`src/rtl/bldc_pkg.sv`:
```
// Shared constants for the BLDC controller register block: register map,
// CTRL field positions and the commutation step-period table.
package bldc_pkg;

  localparam int unsigned DATA_W  = 32;
  localparam int unsigned VEL_W   = 8;
  localparam int unsigned DUTY_W  = 8;
  localparam int unsigned PHASE_W = 3;
  localparam int unsigned SEL_W   = 8;

  localparam logic ADDR_CTRL   = 1'b0;
  localparam logic ADDR_STATUS = 1'b1;

  localparam int unsigned VEL_MSB  = 31;
  localparam int unsigned DUTY_MSB = 23;
  localparam int unsigned EN_BIT   = 15;

  localparam int unsigned T_BASE = 500000;

  localparam logic [DATA_W-1:0] T_STOP = 32'd0;
  localparam logic [DATA_W-1:0] T_VEL1 = 32'(T_BASE / 1);
  localparam logic [DATA_W-1:0] T_VEL2 = 32'(T_BASE / 2);
  localparam logic [DATA_W-1:0] T_VEL3 = 32'(T_BASE / 3);
  localparam logic [DATA_W-1:0] T_VEL4 = 32'(T_BASE / 4);
  localparam logic [DATA_W-1:0] T_VEL5 = 32'(T_BASE / 5);
  localparam logic [DATA_W-1:0] T_VEL6 = 32'(T_BASE / 6);
  localparam logic [DATA_W-1:0] T_VEL7 = 32'(T_BASE / 7);

endpackage

```
`src/rtl/bldc_period_lut.sv`:
```
// One-hot velocity select to commutation step period; anything that is not
// exactly one-hot yields a stopped (zero) period.
module bldc_period_lut
  import bldc_pkg::*;
(
  input  logic [7:0]  sel,
  output logic [31:0] period
);

  always_comb begin
    period = T_STOP;
    case (sel)
      8'b0000_0001: period = T_STOP;
      8'b0000_0010: period = T_VEL1;
      8'b0000_0100: period = T_VEL2;
      8'b0000_1000: period = T_VEL3;
      8'b0001_0000: period = T_VEL4;
      8'b0010_0000: period = T_VEL5;
      8'b0100_0000: period = T_VEL6;
      8'b1000_0000: period = T_VEL7;
      default:      period = T_STOP;
    endcase
  end

endmodule

```
`src/rtl/bldc_ctrl_regfile.sv`:
```
// Host register block for the BLDC controller: CTRL register, read mux with
// STATUS (including commutation phase), velocity decode and period lookup.
module bldc_ctrl_regfile
  import bldc_pkg::*;
(
  input  logic        clk,
  input  logic        rst,
  input  logic        write,
  input  logic        read,
  input  logic        addr,
  input  logic [31:0] data_in,
  output logic [31:0] data_out,
  input  logic [2:0]  phase_state,
  output logic [7:0]  vel,
  output logic [7:0]  duty,
  output logic        en,
  output logic [7:0]  vel_onehot,
  output logic [31:0] T
);

  logic [DATA_W-1:0] ctrl_word;
  logic [DATA_W-1:0] status_word;
  logic              unused_data_bits;

  // Low CTRL bits carry no state.
  assign unused_data_bits = ^data_in[EN_BIT-1:0];

  assign ctrl_word   = {vel, duty, en, 15'b0};
  assign status_word = {vel, duty, en, 12'b0, phase_state};

  // Register update; the read mux sees pre-write values on a shared edge.
  always_ff @(posedge clk or negedge rst) begin
    if (!rst) begin
      vel      <= '0;
      duty     <= '0;
      en       <= 1'b0;
      data_out <= '0;
    end else begin
      if (write && (addr == ADDR_CTRL)) begin
        vel  <= data_in[VEL_MSB -: VEL_W];
        duty <= data_in[DUTY_MSB -: DUTY_W];
        en   <= data_in[EN_BIT];
      end
      if (read) begin
        data_out <= (addr == ADDR_STATUS) ? status_word : ctrl_word;
      end
    end
  end

  assign vel_onehot = 8'b0000_0001 << vel[2:0];

  bldc_period_lut u_period_lut (
    .sel    (vel_onehot),
    .period (T)
  );

endmodule

```
`config.mk`:
```
export PLATFORM = sky130hd
export DESIGN_NAME = bldc_ctrl_regfile
export DESIGN_NICKNAME = d
export VERILOG_FILES = /design/src/rtl/bldc_pkg.sv /design/src/rtl/bldc_period_lut.sv /design/src/rtl/bldc_ctrl_regfile.sv
export SDC_FILE = /design/constraint.sdc
export NUM_CORES = 1
export LEC_CHECK = 0
export ABC_AREA = 1
export CAP_MARGIN = 20
export CORE_ASPECT_RATIO = 1.2
export CORE_MARGIN = 5
export CORE_UTILIZATION = 32
export CTS_CLUSTER_DIAMETER = 100
export DETAILED_ROUTE_END_ITERATION = 10
export PLACE_DENSITY_LB_ADDON = 0.05
export SLEW_MARGIN = 20
export SYNTH_ARGS = -nofsm -noshare
export SYNTH_HDL_FRONTEND = slang
export SYNTH_SLANG_ARGS = --single-unit
```
`constraint.sdc`:
```
create_clock -name clk -period 1.21 [get_ports clk]
set_clock_uncertainty 0.15 [all_clocks]
set_input_delay 0.242 -clock clk [delete_from_list [all_inputs] [get_ports clk]]
set_output_delay 0.242 -clock clk [all_outputs]
set_load 0.01 [all_outputs]
```
After elaboration in Yosys (flattened, before gate mapping)
Index checks and enable logic that the tools add are counted.

word-level totals
  flip-flop bits (word level) = 49
  bits of input ports = 40
  output and inout bits = 89
  word-level logic and storage cells = 16

cells by class
  eq/ne operators = 7
  shifts and indexed selects = 1
  muxes and demuxes = 2
  bitwise gates (word level) = 1
  reductions and logical operators = 1

operators with widths
  kind                 number
  $pmux 19 s7          1
  $eq 8x2->1 const B   1
  $eq 8x3->1 const B   1
  $eq 8x4->1 const B   1
  $eq 8x5->1 const B   1
  $eq 8x6->1 const B   1
  $eq 8x7->1 const B   1
  $eq 8x8->1 const B   1
  $shl 1x3->8 const A  1
  $mux 3               1
  $logic_and 1x1->1    1
  $not 1->1            1

Logic depth before layout (Yosys ltp)
  depth in word-level cells = 3
  gate-level depth with buffers = 5
  depth with buffers taken out = 4

Hierarchy
Synthesis repeated with hierarchy kept, for this count alone.

second synthesis, totals
  cells, all modules = 250
  area, all modules = 2,042.0 µm²

modules (own cells, without submodules)
  module             instances  cells an instance  area an instance (µm²)  sequential area each (µm²)
  bldc_ctrl_regfile  1          180                1,625.3                 925.9
  bldc_period_lut    1          70                 416.6                   0.0

Worst setup path before layout
No wires, ideal clock.

  kind = flip-flop to output port
  start point = register vel[1]
  end point = output port T[11]
  data arrival time = 1.070 ns
  required time = 0.818 ns
  path slack = -0.252 ns
  cell stages (with the launch flop) = 6
  buffers on the path = 2
  cell sequence = dfrtp_1 buf_4 inv_1 nand3_1 nand2_1 buf_4

on the way
  cells in the longest elaborated chain, start to end = 3
  elaborated cells between the ends (all ways) = 9
  those cells by class = eq/ne: 7; shift: 1; mux: 1

RTL lines
  item                                      line                     RTL
  start: declaration                        bldc_ctrl_regfile.sv:14  output logic [7:0] vel,
  start signal: assignment                  bldc_ctrl_regfile.sv:40  vel <= data_in[VEL_MSB -: VEL_W];
  $shl 1x3->8 (*)                           bldc_ctrl_regfile.sv:50  assign vel_onehot = 8'b0000_0001 << vel[2:0];
  $eq 8x8->1, or another cell as far along  bldc_period_lut.sv:12    case (sel)
  $pmux 19 s7 (*)                           bldc_period_lut.sv:12
  end: declaration                          bldc_ctrl_regfile.sv:18  output logic [31:0] T

Mark *: on every way between the ends. The rest lies on a longest branch, timed or not.

Worst setup path after layout
  start point = register vel[2]
  end point = output port vel_onehot[0]

on the way
  cells in the longest elaborated chain, start to end = 1

RTL lines
  item              line                     RTL
  $shl 1x3->8       bldc_ctrl_regfile.sv:50
  end: declaration  bldc_ctrl_regfile.sv:17  output logic [7:0] vel_onehot,

No other way between the ends.

==> flow_summary.json <==
{
  "nNetsFinal": 411,
  "root_buffer": "clkbuf_8",
  "dp_cells": 399,
  "async_flop_share": 1.00,
  "worst-path-buf-inv": 3,
  "routedWlPerCell_microns": 13.0,
  "routabilityCongestion": 0.758,
  "setup_ws_ns": -0.453,
  "die-area_sq_mm": 0.00735,
  "whs_ns": 0.298,
  "io_pins": 129,
  "tns_ns": -11.78,
  "max_freq_mhz": 601,
  "synth_edf_count": 0,
  "cts_sinks": 37,
  "rsz0062_at_grt": "true",
  "violations": "negative setup slack",
  "cts_tree": "built",
  "area_growth_pct": 82.0,
  "coreArea_sq_mm": 0.00563,
  "multiInputGateArea_sq_um": 757,
  "fin_crit_sh": 1.37,
  "max_stage_delay_ns": 0.50,
  "postSynthCellCount": 227,
  "cp.depth": 4,
  "rows": 30,
  "synth_seq_cells": 37,
  "p_per_area_mw_per_mm2": 1280,
  "antenna_left": 0,
  "path_cells": "buf_6 -> buf_6 -> nor3_2 -> buf_2",
  "final-setup-viol-count": 31,
  "vias": 1837,
  "diodes": 0,
  "drt_first_pass_iters": 4,
  "path_max_fanout": 6,
  "cp.required_ns": 0.82,
  "track_usage": 0.151,
  "critical_path.most_common_cell": "buf_6",
  "htreeDepth": 2,
  "synth_top_cell_by_area": "dfrtp_1",
  "fill_cells": 530,
  "hp-class": "in -> async",
  "slowest_stage": "dfrtp_2",
  "final_layout_size_suffix_gt1_frac": 0.465,
  "gr-total-overflow": 0,
  "syn_area_sq_mm": 0.00183,
  "dr.first_iter.drc_count": 81,
  "regArea_sq_um": 928,
  "power_leakage_nw": 1.87,
  "clock_path_buffers": 2,
  "end_kind": "output pin",
  "antenna_found_initial": 0,
  "ir_worst_vdd_mv": 0.535,
  "cp_top_family": "flip-flops",
  "final_cells": 436,
  "synth.most_common_cell": "nand2_1",
  "ys_warn_count": 0,
  "port_buffers": 88,
  "status": "finished with violations",
  "grt_pass1_wl_microns": 8660,
  "hold_viol_final": 0,
  "die_y_microns": 92.9,
  "maxSlewViolCount": 0,
  "cap_viol_max_count": 0,
  "fin_crit_ns": 1.66,
  "drt_drc_violations_left": 0,
  "synth-seq-area-share": 0.505,
  "clkLatencyLatePin_ns": 0.28,
  "reg2regPathDepth": 5,
  "start_util": 0.326,
  "drt-vias-per-instance": 4.21,
  "synth_area_leaders": "dfrtp_1 51%, nand2_1 13%, buf_4 12%",
  "die-width_microns": 79.1,
  "synth_ff_type": "dfrtp_1",
  "drt-total-wl_microns": 5670,
  "grt_pass1_vias": 1714,
  "synthTopCellsByCount": "62 x nand2_1, 37 x dfrtp_1, 32 x inv_1",
  "place_hpwl_microns": 3830,
  "numCtsBuffers": 5,
  "avgSynthCellArea_sq_um": 8.07,
  "crit_arrival_ns": 1.27,
  "grt_max_degree": 41,
  "criticalPathCategory": "reg -> out",
  "clk_pin_slew_ns": 0.07,
  "yosysTopAreaCellShare": 0.505,
  "synth.distinct_cells": 15,
  "start_kind": "register"
}
flip-flops by register name, summed over array words and instances (netlist names):
register / cells
vel: 8
data_out: 20
en: 1
duty: 8
path summary, 6_finish.rpt:
kind	start	end	slack, ns
worst max-delay path	vel[2]	vel_onehot[0]	-0.45
worst min-delay path	rst	data_out[28]	0.30
worst max register to register	vel[2]	vel[2]	-0.05
worst min register to register	data_out[27]	data_out[27]	0.37
max in group asynchronous	rst	vel[1]	0.41
min in group clk	data_in[19]	duty[3]	0.35
stage by stage:
step,power (mW),util,setup slack [ns],area (sq um)
after floorplan,2.11,-,-0.0856,1970
after global placement,2.92,0.522,-0.611,2940
after detailed placement,2.93,0.522,-0.618,2940
after CTS,4.08,0.552,-0.481,3110
after global routing,4.52,0.592,-0.534,3340
final,4.26,0.592,-0.453,3340
metal layers:
metal  vias to the layer above  global-route usage  wire length (microns)
met5                         -                   0                      0
met4                         0              0.0473                     74
met3                         6              0.0321                    329
met2                        59               0.254                   3000
met1                       840               0.192                   2270
li1                        932                   -                      -
worst register-to-register path: cells and delay by family (launching register included):
kind,cells,cell delay (ns)
flops,1,0.50
buf+inv,3,0.40
simple gates,2,0.10
final cells by class:
class | count | area share
Tap cell | 64 | 0.0240
Sequential cell | 37 | 0.278
Timing Repair Buffer | 150 | 0.395
Inverter | 33 | 0.0409
Multi-Input combinational cell | 144 | 0.227
Clock inverter | 1 | 0.00900
Clock buffer | 7 | 0.0259
cells in the final DEF, fill, tap and decap left out, drive strengths merged, types with 3 or more instances in the layout:
master and count:
clkbuf 7, nand2 63, o21ai 17, buf 126
clkdlybuf4s50 23, dfrtp 37, nor2 8, a21oi 3
conb 25, nand3 27, inv 33
what timing repair did:
action,4_1_cts,5_1_grt
setup endpoints to repair,64,65
endpoints found under the hold margin,37,0
hold buffers,1,0
pin swaps,8,9
buffers inserted,19,10
gates resized for setup,300,44
kinds of logic after synthesis:
group	count (synthesis)	synth area share
AOI/OAI and AO/OA	20	0.0546
other	1	0.00205
buffers and inverters	70	0.212
and+or+nand+nor	99	0.226
DFF	37	0.505
report_power, final:
group          internal [mW]  total [mW]  switching [mW]
registers               1.39        1.50           0.110
clock network          0.672        1.09           0.419
logic                  0.897        1.66           0.767
Note: power is estimated with default switching activity, not from simulation.
